File: config.mk
export PLATFORM = sky130hd
export DESIGN_NAME = sisc_mc_flat
export DESIGN_NICKNAME = d
export VERILOG_FILES = /design/src/rtl/sisc_mc_if.sv /design/src/rtl/sisc_mc.sv /design/src/flat_wrapper.sv
export SDC_FILE = /design/constraint.sdc
export NUM_CORES = 2
export LEC_CHECK = 0
export CAP_MARGIN = 20
export CORE_MARGIN = 1
export CORE_UTILIZATION = 60
export DETAILED_ROUTE_END_ITERATION = 16
export PLACE_DENSITY = 0.73
export SLEW_MARGIN = 15
export SYNTH_ARGS = -nofsm -noshare
export SYNTH_HDL_FRONTEND = slang
export SYNTH_SLANG_ARGS = --single-unit
File: constraint.sdc
create_clock -name CLK -period 10.1 [get_ports CLK]
set_input_delay 1.515 -clock CLK [delete_from_list [all_inputs] [get_ports CLK]]
set_output_delay 1.515 -clock CLK [all_outputs]
set_load 0.005 [all_outputs]
File: src/rtl/sisc_mc_if.sv
// sisc_mc_if -- instruction-fetch bus between the sisc_mc core and its
// instruction memory.
//
// Parameter:
//   PC_W     fetch address width (matches the core's program counter)
// Signals:
//   IM_REQ   core -> memory  fetch request, held until IM_ACK
//   IM_ADDR  core -> memory  fetch address (the program counter)
//   IM_ACK   memory -> core  IM_DATA is valid this cycle
//   IM_DATA  memory -> core  32-bit instruction word
// Modports:
//   master   the core side
//   slave    the memory side
interface sisc_mc_if #(
   parameter int PC_W = 16
) ();
   logic            IM_REQ;
   logic [PC_W-1:0] IM_ADDR;
   logic            IM_ACK;
   logic [31:0]     IM_DATA;

   modport master (
      output IM_REQ,
      output IM_ADDR,
      input  IM_ACK,
      input  IM_DATA
   );

   modport slave (
      input  IM_REQ,
      input  IM_ADDR,
      output IM_ACK,
      output IM_DATA
   );
endinterface

File: src/rtl/sisc_mc.sv
// sisc_mc -- small multi-cycle integer core.
//
// Each instruction walks FETCH -> DECODE -> EXEC -> WB, so with a memory
// that acknowledges at once one instruction retires every 4 cycles. HALT
// parks the core in HLT until reset.
//
// Parameters:
//   DATA_W   datapath / register width (8..64)
//   NREG     register count, power of 2 (2..16); a register index is the
//            low clog2(NREG) bits of a 4-bit instruction field
//   PC_W     program counter width (4..16)
// Ports:
//   CLK      clock, rising edge
//   RST_F    asynchronous active-low reset
//   im       instruction-fetch bus (sisc_mc_if.master)
//   STAT     status flags {C,V,N,Z}
//   HALTED   core has executed HALT
//   WB_WE    register write strobe, one cycle
//   WB_REG   destination register field
//   WB_DATA  data written
//
// Instruction word: [31:28] opcode, [27:24] MM, [23:20] RS, [19:16] RT,
// [15:12] RD, [15:0] IMM.
//
// Build option: define SISC_MC_ZERO_REG_EN to make register 0 read as zero
// and ignore writes to it (WB_WE still pulses with WB_REG=0).
module sisc_mc #(
   parameter int DATA_W = 32,
   parameter int NREG   = 16,
   parameter int PC_W   = 16
) (
   input  logic              CLK,
   input  logic              RST_F,
   sisc_mc_if.master         im,
   output logic [3:0]        STAT,
   output logic              HALTED,
   output logic              WB_WE,
   output logic [3:0]        WB_REG,
   output logic [DATA_W-1:0] WB_DATA
);

   localparam int RIDX_W = $clog2(NREG);

   typedef enum logic [2:0] {
      S_FETCH,
      S_DECODE,
      S_EXEC,
      S_WB,
      S_HLT
   } state_t;

   // ---------------------------------------------------------------------
   // State
   // ---------------------------------------------------------------------
   state_t            state_q;
   logic [PC_W-1:0]   pc_q;
   logic [31:0]       ir_q;
   logic [3:0]        stat_q;
   logic              im_req_q;
   logic              halted_q;
   logic              wb_we_q;
   logic [3:0]        wb_reg_q;
   logic [DATA_W-1:0] wb_data_q;
   logic [DATA_W-1:0] a_q;          // first ALU operand, captured in DECODE
   logic [DATA_W-1:0] b_q;          // second ALU operand, captured in DECODE
   logic [DATA_W-1:0] regs_q [NREG];

   // ---------------------------------------------------------------------
   // Instruction fields
   // ---------------------------------------------------------------------
   logic [3:0]        op_f;
   logic [3:0]        mm_f;
   logic [3:0]        rs_f;
   logic [3:0]        rt_f;
   logic [3:0]        rd_f;
   logic [15:0]       imm_f;
   logic [3:0]        dst_f;
   logic [RIDX_W-1:0] rs_idx;
   logic [RIDX_W-1:0] rt_idx;
   logic [RIDX_W-1:0] dst_idx;
   logic              is_alu;
   logic [DATA_W-1:0] imm_sx;

   assign op_f    = ir_q[31:28];
   assign mm_f    = ir_q[27:24];
   assign rs_f    = ir_q[23:20];
   assign rt_f    = ir_q[19:16];
   assign rd_f    = ir_q[15:12];
   assign imm_f   = ir_q[15:0];

   assign is_alu  = (op_f == 4'h1) || (op_f == 4'h2);
   // Register-register ops write RD, register-immediate ops write RT.
   assign dst_f   = (op_f == 4'h1) ? rd_f : rt_f;

   assign rs_idx  = rs_f[RIDX_W-1:0];
   assign rt_idx  = rt_f[RIDX_W-1:0];
   assign dst_idx = dst_f[RIDX_W-1:0];

   // Sign-extend (or truncate, for DATA_W < 16) the immediate.
   assign imm_sx  = DATA_W'($signed(imm_f));

   // ---------------------------------------------------------------------
   // Register file read
   // ---------------------------------------------------------------------
   logic [DATA_W-1:0] rs_val;
   logic [DATA_W-1:0] rt_val;

   // NOTE: every variable driven by an always_comb gets an unconditional
   // assignment first, so no path can leave it holding a value (no latch).
   always_comb begin
      rs_val = regs_q[rs_idx];
      rt_val = regs_q[rt_idx];
`ifdef SISC_MC_ZERO_REG_EN
      if (rs_idx == '0) rs_val = '0;
      if (rt_idx == '0) rt_val = '0;
`endif
   end

   // ---------------------------------------------------------------------
   // ALU and flags
   // ---------------------------------------------------------------------
   logic [DATA_W:0]   ext_w;        // one extra bit catches carry / borrow
   logic [DATA_W-1:0] alu_res;
   logic              alu_c;
   logic              alu_v;
   logic [3:0]        stat_d;

   always_comb begin
      ext_w   = '0;
      alu_res = a_q;
      alu_c   = 1'b0;
      alu_v   = 1'b0;
      case (mm_f)
         4'h0: begin
            ext_w   = {1'b0, a_q} + {1'b0, b_q};
            alu_res = ext_w[DATA_W-1:0];
            alu_c   = ext_w[DATA_W];
            alu_v   = (a_q[DATA_W-1] == b_q[DATA_W-1]) &&
                      (alu_res[DATA_W-1] != a_q[DATA_W-1]);
         end
         4'h1: begin
            // C is the borrow: set when a_q < b_q as unsigned values.
            ext_w   = {1'b0, a_q} - {1'b0, b_q};
            alu_res = ext_w[DATA_W-1:0];
            alu_c   = ext_w[DATA_W];
            alu_v   = (a_q[DATA_W-1] != b_q[DATA_W-1]) &&
                      (alu_res[DATA_W-1] != a_q[DATA_W-1]);
         end
         4'h2:    alu_res = a_q & b_q;
         4'h3:    alu_res = a_q | b_q;
         4'h4:    alu_res = a_q ^ b_q;
         4'h5:    alu_res = ~a_q;
         4'h6:    alu_res = a_q << b_q[4:0];
         4'h7:    alu_res = a_q >> b_q[4:0];
         default: alu_res = a_q;
      endcase
   end

   assign stat_d = {alu_c, alu_v, alu_res[DATA_W-1], (alu_res == '0)};

   // ---------------------------------------------------------------------
   // Next PC
   // ---------------------------------------------------------------------
   logic            taken;
   logic [PC_W-1:0] pc_inc;
   logic [PC_W-1:0] pc_d;

   // MM==0 branches always; otherwise MM is a mask over {C,V,N,Z}.
   assign taken  = (mm_f == 4'h0) || ((stat_q & mm_f) != 4'h0);
   assign pc_inc = pc_q + PC_W'(1);

   // Adding the low PC_W bits of IMM equals adding the sign-extended
   // immediate modulo 2^PC_W.
   always_comb begin
      pc_d = pc_inc;
      if (taken) begin
         if (op_f == 4'h4)      pc_d = imm_f[PC_W-1:0];
         else if (op_f == 4'h5) pc_d = pc_inc + imm_f[PC_W-1:0];
      end
   end

   // ---------------------------------------------------------------------
   // Sequencer, register file and registered outputs
   // ---------------------------------------------------------------------
   // NOTE: all state here uses non-blocking assignments so every register
   // samples the pre-edge values, independent of statement order.
   always_ff @(posedge CLK or negedge RST_F) begin
      if (!RST_F) begin
         state_q   <= S_FETCH;
         pc_q      <= '0;
         ir_q      <= '0;
         stat_q    <= '0;
         im_req_q  <= 1'b0;
         halted_q  <= 1'b0;
         wb_we_q   <= 1'b0;
         wb_reg_q  <= '0;
         wb_data_q <= '0;
         a_q       <= '0;
         b_q       <= '0;
         // NOTE: the register file must read as zero after reset, so it is
         // built from resettable flops rather than a RAM without reset.
         for (int i = 0; i < NREG; i++) begin
            regs_q[i] <= '0;
         end
      end else begin
         wb_we_q <= 1'b0;
         case (state_q)
            S_FETCH: begin
               // The first cycle after reset only raises the request.
               if (!im_req_q) begin
                  im_req_q <= 1'b1;
               end else if (im.IM_ACK) begin
                  ir_q     <= im.IM_DATA;
                  im_req_q <= 1'b0;
                  state_q  <= S_DECODE;
               end
            end
            S_DECODE: begin
               a_q     <= rs_val;
               b_q     <= (op_f == 4'h2) ? imm_sx : rt_val;
               state_q <= S_EXEC;
            end
            S_EXEC: begin
               if (op_f == 4'hF) begin
                  halted_q <= 1'b1;
                  state_q  <= S_HLT;
               end else begin
                  // Results land on the edge entering WB, so WB_WE,
                  // STAT and the new PC are visible together.
                  pc_q    <= pc_d;
                  state_q <= S_WB;
                  if (is_alu) begin
                     stat_q    <= stat_d;
                     wb_we_q   <= 1'b1;
                     wb_reg_q  <= dst_f;
                     wb_data_q <= alu_res;
`ifdef SISC_MC_ZERO_REG_EN
                     if (dst_idx != '0) regs_q[dst_idx] <= alu_res;
`else
                     regs_q[dst_idx] <= alu_res;
`endif
                  end
               end
            end
            S_WB: begin
               // Request the next instruction straight away to keep the
               // 4-cycle rhythm.
               im_req_q <= 1'b1;
               state_q  <= S_FETCH;
            end
            S_HLT: begin
               im_req_q <= 1'b0;
            end
            default: begin
               state_q <= S_FETCH;
            end
         endcase
      end
   end

   assign im.IM_REQ  = im_req_q;
   assign im.IM_ADDR = pc_q;
   assign STAT       = stat_q;
   assign HALTED     = halted_q;
   assign WB_WE      = wb_we_q;
   assign WB_REG     = wb_reg_q;
   assign WB_DATA    = wb_data_q;

endmodule

File: src/flat_wrapper.sv
// flat-port wrapper written by rule: the top's interface ports become plain ports
module sisc_mc_flat 
#(
   parameter int DATA_W = 32,
   parameter int NREG   = 16,
   parameter int PC_W   = 16
)
  (CLK, RST_F, STAT, HALTED, WB_WE, WB_REG, WB_DATA, im_IM_REQ, im_IM_ADDR, im_IM_ACK, im_IM_DATA);
  sisc_mc_if #(.PC_W(PC_W)) im_i ();
  input  logic CLK;
  input  logic RST_F;
  output logic [3:0] STAT;
  output logic HALTED;
  output logic WB_WE;
  output logic [3:0] WB_REG;
  output logic [DATA_W-1:0] WB_DATA;
  output wire logic [$bits(im_i.IM_REQ)-1:0] im_IM_REQ;
  output wire logic [$bits(im_i.IM_ADDR)-1:0] im_IM_ADDR;
  input wire logic [$bits(im_i.IM_ACK)-1:0] im_IM_ACK;
  input wire logic [$bits(im_i.IM_DATA)-1:0] im_IM_DATA;
  assign im_IM_REQ = im_i.IM_REQ;
  assign im_IM_ADDR = im_i.IM_ADDR;
  assign im_i.IM_ACK = im_IM_ACK;
  assign im_i.IM_DATA = im_IM_DATA;
  sisc_mc #(.DATA_W(DATA_W), .NREG(NREG), .PC_W(PC_W)) u_core (.CLK(CLK), .RST_F(RST_F), .im(im_i), .STAT(STAT), .HALTED(HALTED), .WB_WE(WB_WE), .WB_REG(WB_REG), .WB_DATA(WB_DATA));
endmodule
[Word level (Yosys, flattened, before mapping)]
Index checks and enable logic that the tools add are counted.
Storage, ports and cells
  register bits after elaboration: 670
Operators by class
  multiplexer cells: 27
  shift-type cells: 2
  reduce and logical (&&, ||, !) cells: 15
  equality and inequality tests: 22
  $add $sub $neg: 4
  magnitude comparators: 4
  bitwise operators: 10
Operator list (count)
  512-bit bitwise mux: 1
  32-bit binary-select mux with 4-bit select: 2
  32-bit one-hot mux with 8 select lines: 1
  32-bit 2-to-1 mux: 6
  32-bit demux with 4-bit select: 1
  16-bit 2-to-1 mux: 3
  32-bit by 32-bit adder with 33-bit output: 1
  32-bit by 32-bit subtractor with 33-bit output: 1
  32-bit AND: 1
  32-bit logical NOT: 1
  32-bit inverter: 1
  32-bit OR: 1
  32-bit by 5-bit left shift with 32-bit output: 1
  32-bit by 5-bit right shift with 32-bit output: 1
  32-bit bitwise XOR: 1
  4-bit by 3-bit equality test with 1-bit output, second input constant: 6
  16-bit by 1-bit adder with 16-bit output, second input constant: 1
  16-bit adder: 1
  5-bit >= comparator, second input constant: 3
  4-bit inverter with 5-bit output: 3
  4-bit by 2-bit equality test with 1-bit output, second input constant: 3
  3-bit one-hot mux with 4 select lines: 1
  3-bit 2-to-1 mux: 3
  3-bit AND reduction: 3
  23 further kinds: 37

[Logic depth before layout (Yosys ltp)]
  depth after elaboration: 8
  gate-level depth with buffers: 18
  gate-level depth less buffers: 15

[Worst setup path after synthesis]
No wires, ideal clock.
  path kind: register to register
  start point: register u_core.b_q[2]
  end point: register u_core.regs_q[124] (netlist bit)
  arrival: 3.666 ns
  cell stages (with the launch flop): 18
  required time: 9.967 ns
  clock period less this slack: 3.799 ns
  slack: 6.301 ns
  path through: dfrtp_1 -> buf_6 -> buf_4 -> clkinv_1 -> buf_4 -> ha_1 -> buf_2 -> nand2b_1 -> a211oi_1 -> nor3_1 -> nor4_1 -> o32ai_1 -> o211a_1 -> o311ai_0 -> o211ai_1 -> nand2_1 -> clkbuf_1 -> o21ai_0
Between the ends
  cells in the longest elaborated chain, start to end: 3
  elaborated cells between the ends (all ways): 6
  those cells by class: add/sub (2); shift (2); mux (2)
RTL lines
  from (decl): RTL line sisc_mc.sv:65  | logic [DATA_W-1:0] b_q;
  from (signal assigned): RTL line sisc_mc.sv:220  | b_q <= (op_f == 4'h2) ? imm_sx : rt_val;
  32-bit by 32-bit subtractor with 33-bit output, or another cell as far along: RTL line sisc_mc.sv:143  | ext_w = {1'b0, a_q} - {1'b0, b_q};
  32-bit one-hot mux with 8 select lines (*): RTL line sisc_mc.sv:133  | case (mm_f)
  512-bit bitwise mux (*): RTL line sisc_mc.sv:240  | regs_q[dst_idx] <= alu_res;
  to (signal, indexed assignment): RTL line sisc_mc.sv:240
  to (decl): RTL line sisc_mc.sv:66  | logic [DATA_W-1:0] regs_q [NREG];
Mark *: on every way between the ends. The rest lies on a longest branch, timed or not.
A chain may end at the register's enable or synchronous reset.

[Worst setup path after layout]
  start point: register u_core.b_q[2]
  end point: register u_core.regs_q[125] (netlist bit)
Same word-level chain as after synthesis.

==> metrics <==
CTS H-tree depth 3; crit end category flop; share of cells above drive strength 1 0.1887; Pwr per Cell Area 363.5 nW/µm²; # resized after CTS 0; final hold slack 474.7 ps; Period minus WS final 5594 ps; Pre-antenna DRT Iters 6; Pleak 0.01973 µW; IR drop worst, VDD 0.4458 mV; R2R Path End u_core.regs_q[125]; Post-Syn Nets 4410; post-synth top area cell dfrtp_1; WL met3 16180 µm; Clock Path Buffers 3; flop2flop setup slack 4510 ps; Top Layer Used met4; fin worst setup slack 4506 ps; reg2reg start u_core.b_q[2]; setup TNS 0 ps; crit-path max FO 39; Vias/cell 7.068; root cell of the clock tree clkbuf_16; height of the chip 271.2 µm; Final Slew Violations 0; sw power 8144 µW; DR vias 36.24k; Main synth FF type dfrtp_1; Remaining Overflow, GRT 0; CTS hold repair buffers 0; critical path class reg -> reg; ys async rst share 1.000; DP HPWL 95940 µm; initial antenna violation count 2; Worst Hold Class reg -> reg; Remaining DRCs 0; Die X 271.2 µm; Final setup viols 0; Post-synth EDFFs 0; met2 WL post-DR 64260 µm; post-synthesis sequential area ratio 0.3851; Hold Path Sink u_core.WB_DATA[29]; number of global-route vias before repair 35.04k; FF+latch count, synth 669; Cell variety after synth 111; Syn Std Cell Area 43470 µm²; most frequent cells in the layout 723 x nand2_1, 655 x dfrtp_1, 587 x o21ai_0; reg2reg path depth 12; Area Overhead vs Synth 9.055%; CTS Buf Count 74; Met1 Routed Length 60500 µm; wire per inst 28.51 µm; first-pass GRT wire length 223800 µm; total routed wirelength 146200 µm; Setup Buffers After CTS 0; largest net degree at the start of global routing 170; pre-CTS setup slack 4565 ps; I/O Pins 94; GPL Wtd Cong 1.076; final period utilization 0.5538; mean post-synth cell area 10.23 µm²; RSZ-0062 raised after global routing no; Slew headroom 0.2618; Port-buffer cells 93; Core Rows 98; synth top area cells dfrtp_1 39%, mux4_2 19%, o21ai_0 6.8%, nand2_1 6.4%, ha_1 3.5%; Fmax 178.8 MHz; Initial Util 0.6070; clk sinks 669; core area 71610 µm²; status finished clean; Clock power frac 0.170; Ys Warns 0; sequential share of power 0.283; final hold vios 0; Final Skew 35.33 ps; Final Total Pwr 17230 µW; die area 73530 µm²; Hold Path Depth 2; post-route ant nets 0; internal power 9086 µW; worst endpoint required time 10670 ps; Max Cap Viol 0; clock-pin slew on the worst setup and hold paths 60 ps; overall routing resource usage 0.4024; CTS tree built; fin util 0.6620; crit path DAT 6160 ps; Iter 0 DRT Violations 5001; top cell type's share of synthesized area 0.3851; worst hold start u_core.WB_DATA[29]; commonest non-fill, non-tap cell in the layout nand2_1; Worst-Skew Late Latency 660 ps; CP Launch Type flop; Post-Synthesis Cells 4250; Sw Ratio 0.4726; combinational power share 0.547; Worst-Margin Slew 1107 ps; Layout Nets 4280
worst max path at each step:
stage	from	to	slack, ps	cells after the start
6_report	u_core.b_q[2]	u_core.regs_q[125]	4510	12
5_1_grt	u_core.b_q[2]	u_core.STAT[0]	4200	13
4_1_cts	u_core.b_q[2]	u_core.STAT[0]	4530	13
3_5_place_dp	u_core.b_q[2]	u_core.STAT[0]	4570	13
3_3_place_gp	u_core.b_q[2]	u_core.STAT[0]	4670	13
2_1_floorplan	u_core.b_q[2]	u_core.regs_q[124]	6300	17
power groups by stage:
stage | logic [µW] | registers, µW | clock network [µW]
finish | 9420 | 4880 | 2920
floorplan | 6710 | 4240 | 0
CTS | 9160 | 4830 | 2940
global placement | 9020 | 4790 | 0
global route | 10000 | 5000 | 3040
detailed placement | 9110 | 4860 | 0
Yosys cell counts (all sizes together) (24+ instances only):
library cell / n
a211oi: 34
a21o: 26
a21oi: 165
a31oi: 29
buf: 120
clkbuf: 272
dfrtp: 669
ha: 122
inv: 108
mux2: 123
mux2i: 56
mux4: 366
nand2: 737
nand3: 36
nor2: 189
nor2b: 27
nor3: 49
o21ai: 597
o22ai: 39
o31ai: 34
xnor2: 24
cells by family (layout without fill, tap and decap cells):
logic type	Yosys count	in the layout	share of synthesized area
and+or+nand+nor	1197	1197	0.1195
buffers and inverters	502	428	0.04919
AOI/OAI and AO/OA	1175	1175	0.1671
DFF	669	669	0.3851
other	0	1	0
xor gates and xnor gates	37	37	0.007455
muxes	545	545	0.2351
adders and majority gates	125	125	0.03650
flip-flops by register name, summed over array words and instances (netlist names):
signal,cells
u_core.HALTED,1
u_core.STAT,4
u_core.WB_DATA,31
u_core.WB_REG,4
u_core.WB_WE,1
u_core.a_q,32
u_core.b_q,32
u_core.im.IM_ADDR,16
u_core.im.IM_REQ,1
u_core.ir_q,32
u_core.regs_q,512
u_core.state_q,3
per-layer routing:
layer / track usage / up-vias
li1: - / 15429
met1: 0.5971 / 18295
met2: 0.5890 / 2172
met3: 0.08890 / 344
met4: 0.1381 / 0
met5: 0 / -
worst max-delay path, stage by stage, from the launching register on:
cell      delay (ps)
dfrtp_4          750
clkinv_1         620
ha_1             660
o21ai_0          160
o21bai_1         290
a21o_1           410
o21ai_0          360
o21ai_0          600
nor4b_1          330
nor3_1            90
a32oi_1          720
buf_4            330
mux2_2           170
layout make-up:
class,count,area (µm²)
Clock buffer,106,2172
Fill cell,5640,24200
Antenna cell,1,2.502
Multi-Input combinational cell,3079,24710
Sequential cell,669,16770
Inverter,110,412.9
Timing Repair Buffer,186,1675
Tap cell,950,1189
Clock inverter,26,467.9
stage by stage:
step | cells | instance area, µm²
5_1_grt | 5126 | 47400
3_3_place_gp | 4989 | 44720
3_5_place_dp | 4989 | 44720
6_report | 5127 | 47410
4_1_cts | 5121 | 47360
2_1_floorplan | 4250 | 43470
No activity file was read; power rests on OpenSTA's default activity.
